--- src/rtl/pipe_hazard_ctrl_pkg.sv ---
// ----------------------------------------------------------------------------
// pipe_ctrl_pkg
// Shared types for the pipeline stall/flush sequencer:
//   state_e       - sequencer FSM states
//   stall_cause_e - winning hazard for the current cycle, kept for debug
//   bank_ctrl_t   - enable/clear bundle for the five pipeline register banks
// ----------------------------------------------------------------------------
package pipe_ctrl_pkg;

    typedef enum logic [1:0] {
        ST_BOOT,
        ST_RUN,
        ST_MEM_WAIT,
        ST_HALT
    } state_e;

    typedef enum logic [2:0] {
        CAUSE_NONE,
        CAUSE_MEM,
        CAUSE_FLUSH,
        CAUSE_LOAD_USE,
        CAUSE_IFETCH
    } stall_cause_e;

    typedef struct packed {
        logic en_f;
        logic en_d;
        logic en_e;
        logic en_m;
        logic en_w;
        logic clr_d;
        logic clr_e;
        logic clr_m;
        logic clr_w;
    } bank_ctrl_t;

    // Free-running pipeline: every bank updates, nothing cleared.
    localparam bank_ctrl_t CTRL_FLOW   = '{1'b1, 1'b1, 1'b1, 1'b1, 1'b1,
                                           1'b0, 1'b0, 1'b0, 1'b0};
    // Every bank holds its contents.
    localparam bank_ctrl_t CTRL_FREEZE = '{1'b0, 1'b0, 1'b0, 1'b0, 1'b0,
                                           1'b0, 1'b0, 1'b0, 1'b0};
    // Bubble-fill after reset: PC held, every stage register cleared.
    localparam bank_ctrl_t CTRL_BOOT   = '{1'b0, 1'b0, 1'b0, 1'b0, 1'b0,
                                           1'b1, 1'b1, 1'b1, 1'b1};

endpackage

--- src/rtl/pipe_hazard_ctrl_hazard_detect.sv ---
// ----------------------------------------------------------------------------
// hazard_detect
// Purely combinational hazard prioritiser. Maps the pipeline status inputs to
// the winning stall cause and the bank-control bundle used while running.
// Priority: data-memory wait > EX redirect > load-use > fetch wait.
//   rs1_d, rs2_d : source registers of the instruction in ID
//   rd_e, load_e : destination / load flag of the instruction in EX
//   pc_src_e     : redirect resolved in EX
//   imem_ready   : fetch data valid
//   dmem_req_m   : MEM-stage instruction accesses data memory
//   dmem_ready   : data memory completes this cycle
//   cause        : winning hazard
//   ctrl         : enable/clear bundle for the running pipeline
// ----------------------------------------------------------------------------
module hazard_detect
    import pipe_ctrl_pkg::*;
(
    input  logic [4:0]   rs1_d,
    input  logic [4:0]   rs2_d,
    input  logic [4:0]   rd_e,
    input  logic         load_e,
    input  logic         pc_src_e,
    input  logic         imem_ready,
    input  logic         dmem_req_m,
    input  logic         dmem_ready,
    output stall_cause_e cause,
    output bank_ctrl_t   ctrl
);

    logic w_mem_busy;
    logic w_load_use;

    assign w_mem_busy = dmem_req_m & ~dmem_ready;
    // x0 is never a real producer, so a load targeting it cannot create a hazard.
    assign w_load_use = load_e & (rd_e != 5'd0) & ((rd_e == rs1_d) | (rd_e == rs2_d));

    always_comb begin
        // NOTE: every output gets a default before the if-chain so no path
        // leaves it unassigned, which would otherwise infer a latch.
        ctrl  = CTRL_FLOW;
        cause = CAUSE_NONE;
        if (w_mem_busy) begin
            // Full freeze keeps the redirect in EX alive until memory releases.
            ctrl  = CTRL_FREEZE;
            cause = CAUSE_MEM;
        end else if (pc_src_e) begin
            // PC loads the target; the wrong-path instructions in ID and EX die.
            ctrl.clr_d = 1'b1;
            ctrl.clr_e = 1'b1;
            cause      = CAUSE_FLUSH;
        end else if (w_load_use) begin
            ctrl.en_f  = 1'b0;
            ctrl.en_d  = 1'b0;
            ctrl.clr_e = 1'b1;
            cause      = CAUSE_LOAD_USE;
        end else if (!imem_ready) begin
            ctrl.en_f  = 1'b0;
            ctrl.clr_d = 1'b1;
            cause      = CAUSE_IFETCH;
        end
    end

endmodule

--- src/rtl/pipe_hazard_ctrl.sv ---
// ----------------------------------------------------------------------------
// pipe_hazard_ctrl
// Central stall/flush sequencer for the five-stage RV32I pipeline.
// Sequences BOOT (bubble fill) -> RUN <-> MEM_WAIT -> HALT (data-memory
// timeout) and overlays the state on the combinational hazard priority.
// Parameters:
//   BOOT_CYCLES    : cycles of bubble fill after reset release (>= 1)
//   TIMEOUT_CYCLES : consecutive data-memory wait cycles before halting (>= 2)
//   CNT_W          : stall counter width
// Ports:
//   clk, rst_n                 : clock, asynchronous active-low reset
//   rs1_d, rs2_d, rd_e, load_e : load-use operands
//   pc_src_e                   : EX redirect
//   imem_ready                 : fetch ready
//   dmem_req_m, dmem_ready     : MEM-stage access and completion
//   en_f..en_w                 : register-bank enables
//   clr_d..clr_w               : register-bank synchronous clears
//   mem_timeout                : sticky halt flag
//   stall_cnt                  : saturating count of fetch-stall cycles
// ----------------------------------------------------------------------------
module pipe_hazard_ctrl
    import pipe_ctrl_pkg::*;
#(
    parameter int BOOT_CYCLES    = 2,
    parameter int TIMEOUT_CYCLES = 256,
    parameter int CNT_W          = 32
) (
    input  logic             clk,
    input  logic             rst_n,
    input  logic [4:0]       rs1_d,
    input  logic [4:0]       rs2_d,
    input  logic [4:0]       rd_e,
    input  logic             load_e,
    input  logic             pc_src_e,
    input  logic             imem_ready,
    input  logic             dmem_req_m,
    input  logic             dmem_ready,
    output logic             en_f,
    output logic             en_d,
    output logic             en_e,
    output logic             en_m,
    output logic             en_w,
    output logic             clr_d,
    output logic             clr_e,
    output logic             clr_m,
    output logic             clr_w,
    output logic             mem_timeout,
    output logic [CNT_W-1:0] stall_cnt
);

    localparam int BOOT_W = (BOOT_CYCLES > 1) ? $clog2(BOOT_CYCLES) : 1;
    localparam int WAIT_W = $clog2(TIMEOUT_CYCLES);
    localparam logic [BOOT_W-1:0] BOOT_LOAD = BOOT_W'(BOOT_CYCLES - 1);
    localparam logic [WAIT_W-1:0] WAIT_LAST = WAIT_W'(TIMEOUT_CYCLES - 1);

    state_e            r_state;
    logic [BOOT_W-1:0] r_boot_cnt;
    logic [WAIT_W-1:0] r_wait_cnt;
    logic [CNT_W-1:0]  r_stall_cnt;
    logic              r_mem_timeout;

    stall_cause_e w_cause;
    bank_ctrl_t   w_hz_ctrl;
    bank_ctrl_t   w_ctrl;
    logic         w_mem_busy;
    logic         w_running;

    hazard_detect u_hazard_detect (
        .rs1_d      (rs1_d),
        .rs2_d      (rs2_d),
        .rd_e       (rd_e),
        .load_e     (load_e),
        .pc_src_e   (pc_src_e),
        .imem_ready (imem_ready),
        .dmem_req_m (dmem_req_m),
        .dmem_ready (dmem_ready),
        .cause      (w_cause),
        .ctrl       (w_hz_ctrl)
    );

    assign w_mem_busy = (w_cause == CAUSE_MEM);
    assign w_running  = (r_state == ST_RUN) || (r_state == ST_MEM_WAIT);

    // State overrides the hazard bundle; outputs stay combinational so the
    // stage registers react on the same edge as the hazard appears.
    always_comb begin
        w_ctrl = w_hz_ctrl;
        case (r_state)
            ST_BOOT: w_ctrl = CTRL_BOOT;
            ST_HALT: w_ctrl = CTRL_FREEZE;
            default: w_ctrl = w_hz_ctrl;
        endcase
    end

    // NOTE: sequential state uses non-blocking assignments so every register
    // samples the pre-edge values regardless of statement order.
    always_ff @(posedge clk or negedge rst_n) begin
        if (!rst_n) begin
            r_state       <= ST_BOOT;
            r_boot_cnt    <= BOOT_LOAD;
            r_wait_cnt    <= '0;
            r_stall_cnt   <= '0;
            r_mem_timeout <= 1'b0;
        end else begin
            case (r_state)
                ST_BOOT: begin
                    if (r_boot_cnt == '0) begin
                        r_state <= ST_RUN;
                    end else begin
                        r_boot_cnt <= r_boot_cnt - BOOT_W'(1);
                    end
                end
                ST_RUN: begin
                    if (w_mem_busy) begin
                        r_state    <= ST_MEM_WAIT;
                        r_wait_cnt <= WAIT_W'(1);
                    end
                end
                ST_MEM_WAIT: begin
                    if (!w_mem_busy) begin
                        r_state    <= ST_RUN;
                        r_wait_cnt <= '0;
                    end else if (r_wait_cnt == WAIT_LAST) begin
                        r_state       <= ST_HALT;
                        r_mem_timeout <= 1'b1;
                    end else begin
                        r_wait_cnt <= r_wait_cnt + WAIT_W'(1);
                    end
                end
                ST_HALT: begin
                    r_state <= ST_HALT;
                end
                default: begin
                    r_state <= ST_BOOT;
                end
            endcase

            // Saturate instead of wrapping so a long run never reads as short.
            if (w_running && !w_ctrl.en_f && (r_stall_cnt != '1)) begin
                r_stall_cnt <= r_stall_cnt + CNT_W'(1);
            end
        end
    end

    assign en_f        = w_ctrl.en_f;
    assign en_d        = w_ctrl.en_d;
    assign en_e        = w_ctrl.en_e;
    assign en_m        = w_ctrl.en_m;
    assign en_w        = w_ctrl.en_w;
    assign clr_d       = w_ctrl.clr_d;
    assign clr_e       = w_ctrl.clr_e;
    assign clr_m       = w_ctrl.clr_m;
    assign clr_w       = w_ctrl.clr_w;
    assign mem_timeout = r_mem_timeout;
    assign stall_cnt   = r_stall_cnt;

endmodule
--- config.mk ---
export PLATFORM = sky130hd
export DESIGN_NAME = pipe_hazard_ctrl
export DESIGN_NICKNAME = d
export VERILOG_FILES = /design/src/rtl/pipe_hazard_ctrl_pkg.sv /design/src/rtl/pipe_hazard_ctrl_hazard_detect.sv /design/src/rtl/pipe_hazard_ctrl.sv
export SDC_FILE = /design/constraint.sdc
export NUM_CORES = 1
export LEC_CHECK = 0
export ABC_AREA = 0
export CAP_MARGIN = 20
export CORE_ASPECT_RATIO = 1.1
export CORE_UTILIZATION = 53
export DETAILED_ROUTE_END_ITERATION = 16
export HOLD_SLACK_MARGIN = 0.15
export PLACE_DENSITY = 0.9
export SYNTH_ARGS = -nofsm -noshare
export SYNTH_HDL_FRONTEND = slang
export SYNTH_SLANG_ARGS = --single-unit
--- constraint.sdc ---
create_clock -name clk -period 5.9 [get_ports clk]
set_input_delay 1.77 -clock clk [delete_from_list [all_inputs] [get_ports clk]]
set_output_delay 1.77 -clock clk [all_outputs]
set_load 0.03 [all_outputs]
==> metrics.cfg <==
[outcome]
status = complete, no violations

[worst_setup_path]
reg2regPathDepth = 7
crit_family = buffers and inverters
worst_path_required_ns = 4.13
crit_slowest_cell = clkdlybuf4s50_1
arrival_time_at_the_worst_endpoint_ns = 3.93
timing.critical_path.buf_inv = 2
cp_max_fo = 3
worst_setup_path_startpoint = rd_e[2]
timing.rr.end = stall_cnt[1]$_DFFE_PN0P_
critical_path.endpoint = en_d
worst-r2r-setup-slack_ns = 2.83
critPathMostFrequentCell = clkdlybuf4s50_1
path_cells = clkdlybuf4s50_1 -> or4_1 -> o21ai_0 -> nor2_1 -> a21oi_1 -> clkdlybuf4s50_1
worst-path-stages = 6
critical_path_s_largest_stage_delay_ns = 0.69
critical_path_class = input port to output pin
startpoint_type = input port
worstSetupEndpointType = output pin
critical_path.reg2reg.startpoint = stall_cnt[0]$_DFFE_PN0P_

[sta]
finalHoldViolCount = 0
totalNegativeSetupSlack_ns = 0
setup_repair_after_global_routing_missed_its_margin = no
setup_viol = 0
layout_min_cycle_time_ns = 5.70
final-max-slew-violation-count = 0
fin_crit_sh_pct = 96.7
timing_worst_slew_pin_value_ns = 0.948
finalClockSkew_ns = 0.00920
slew_headroom_pct = 36.8
clock.fmax_ghz = 0.175

[cts]
cts-buffers-inserted = 5
cts-root-buf = clkbuf_8
cts-htree-levels = 2
clk_transition_reported_paths_ns = 0.08
tritoncts_num_sinks = 44
cts_max_path_buffers = 2
worstSkewPairLatency_ns = 0.30
cts_tree = built

[drt]
drcViolationCount = 0
drt_pre_antenna_iters = 6
routed_via_density = 5.68
post_drt_wl_per_cell_um = 14.6
detailroute.via_count = 2084
aggregate_routed_wire_length_um = 5350
drt.antenna.violating_nets = 0
initialDrtViolationCount = 104

[pwr]
power.sequential.fraction_pct = 31.7
p_total_mw = 1.20
power.static_leakage_nw = 1.35
switching_fraction_pct = 42.1
share_clk_of_total_power_pct = 20.3
ir_drop_mv = 0.332
power.density_nw_per_um2 = 368
p_sw_mw = 0.505
pwr-share-comb_pct = 48.0
internal_power_mw = 0.696

[flow_run]
max_cap_violations = 0

[cells_and_area]
layout.cells.most_common = clkdlybuf4s50_1
area_growth_pct = 30.3
layout_common_cells = clkdlybuf4s50_1 (60), xor2_1 (44), dfrtp_1 (43)
num-fill-cells = 323
number_of_diodes = 0
drive_above_1_share_pct = 7.67
net_count_reported_at_finish = 340

[placed_design]
port_buffers = 63
dp_hpwl_um = 3710
finalWeightedCongestion = 0.822

[logic_synthesis]
syn_nets = 279
mappedNetlistArea_um2 = 2500
synth_cells = 251
synth_async_sr_flop_share_pct = 100
post-synth-top-area-fraction_pct = 43.0
ys_seq_area_share_pct = 44.1
synth.avg_cell_area_um2 = 9.96
synth.distinct_cells = 42
postSynth.topFlopCell = dfrtp_1
synthTopCellsByArea = dfrtp_1 (43%), xor2_1 (15%), ha_1 (3.0%), nor3_1 (3.0%), nand2_1 (2.9%)
number_of_flops_mapped_to_enable_cells_by_yosys = 0
synth.yosys.warnings = 0
synthDominantAreaCellType = dfrtp_1
ys_ff_latch = 44

[global_route]
grt_start_max_net_pins = 45
all_layer_global_routing_usage_pct = 23.0
first_global_vias = 2015
grt_remaining_overflow = 0
antenna_found_initial = 0
first_pass_grt_wire_length_um = 8690

[die]
io-pin-count = 64
chipHeight_um = 74.1
core.rowCount = 25
dieArea_um2 = 5000
die_w_um = 67.5
floorplan.initialDensity_pct = 56.7
core_region_area_um2 = 4410

[hold_path]
worstHoldPathType = register to register

-- cell families after synthesis --
kind of cell             count (synthesis)  share of synthesized area, %
AO/OA/AOI/OAI                           14                          4.35
XOR/XNOR                                47                          16.5
adder cells (fa/ha/maj)                  6                          3.00
buffers and inverters                   20                          4.50
flip-flops                              44                          44.1
multiplexers                             2                          1.05
AND/OR/NAND/NOR                        118                          26.6
-- synthesized netlist by cell type (4+ instances only) --
master,count
ha_1,6
nor4_1,8
and3_1,5
nand3_1,12
nor4b_1,4
and4_1,5
xor2_1,44
inv_1,7
or4_1,5
nand4_1,10
dfrtp_1,43
nand2_1,19
o21ai_0,6
nor3_1,15
nor2_1,17
-- sequential cells by signal, indices dropped and copies added (netlist names) --
signal and flops:
r_wait_cnt 8, mem_timeout 1, r_boot_cnt 1, stall_cnt 32, r_state 2
-- cell type report --
class	count	area, µm²	share of cell area, %
multi-input cells	187	1290	39.5
well taps	54	67.6	2.07
flip-flops and latches	44	1100	33.8
repair buffers	67	656	20.1
inverters	7	26.3	0.806
clock inverters	2	38.8	1.19
clock buffers	6	82.6	2.53
-- power groups by stage --
stage	Sequential [mW]	Clock [mW]	Combinational (mW)
after floorplan	0.424	0	0.384
after global placement	0.385	0	0.562
after detailed placement	0.386	0	0.573
after CTS	0.381	0.247	0.580
after global routing	0.387	0.257	0.614
final	0.381	0.244	0.576
-- worst min-delay path by stage --
stage	slack [ns]	cells after the start	endpoint	startpoint
2_1_floorplan	0.47	1	r_boot_cnt$_DFFE_PN1P_	r_boot_cnt$_DFFE_PN1P_
3_3_place_gp	0.45	1	mem_timeout$_DFFE_PN0P_	mem_timeout$_DFFE_PN0P_
3_5_place_dp	0.46	1	mem_timeout$_DFFE_PN0P_	mem_timeout$_DFFE_PN0P_
4_1_cts	0.48	1	mem_timeout$_DFFE_PN0P_	mem_timeout$_DFFE_PN0P_
5_1_grt	0.51	1	r_boot_cnt$_DFFE_PN1P_	r_boot_cnt$_DFFE_PN1P_
6_report	0.48	1	mem_timeout$_DFFE_PN0P_	mem_timeout$_DFFE_PN0P_
-- metrics by stage --
stage          instances  area (µm²)  setup slack (ns)  hold slack (ns)  utilization [%]
2_1_floorplan        251        2500             0.709            0.466                -
3_3_place_gp         359        3140             0.130            0.449             71.1
3_5_place_dp         359        3140             0.112            0.457             71.1
4_1_cts              367        3260             0.102            0.476             73.8
5_1_grt              367        3260            0.0773            0.506             73.9
6_report             367        3260             0.197            0.482             73.9
-- metal layers --
layer / vias to the layer above / GRT usage, % / wire length [µm]
li1: 1000 / - / -
met1: 1025 / 26.5 / 2190
met2: 52 / 41.7 / 2860
met3: 7 / 3.37 / 222
met4: 0 / 9.69 / 66
met5: - / 0 / 0
-- what timing repair did --
item	in CTS	in global routing
hold buffers	0	0
endpoints found under the setup margin	0	1
setup buffers	0	0
gates resized for setup	0	1
No activity file was read; power rests on OpenSTA's default activity.
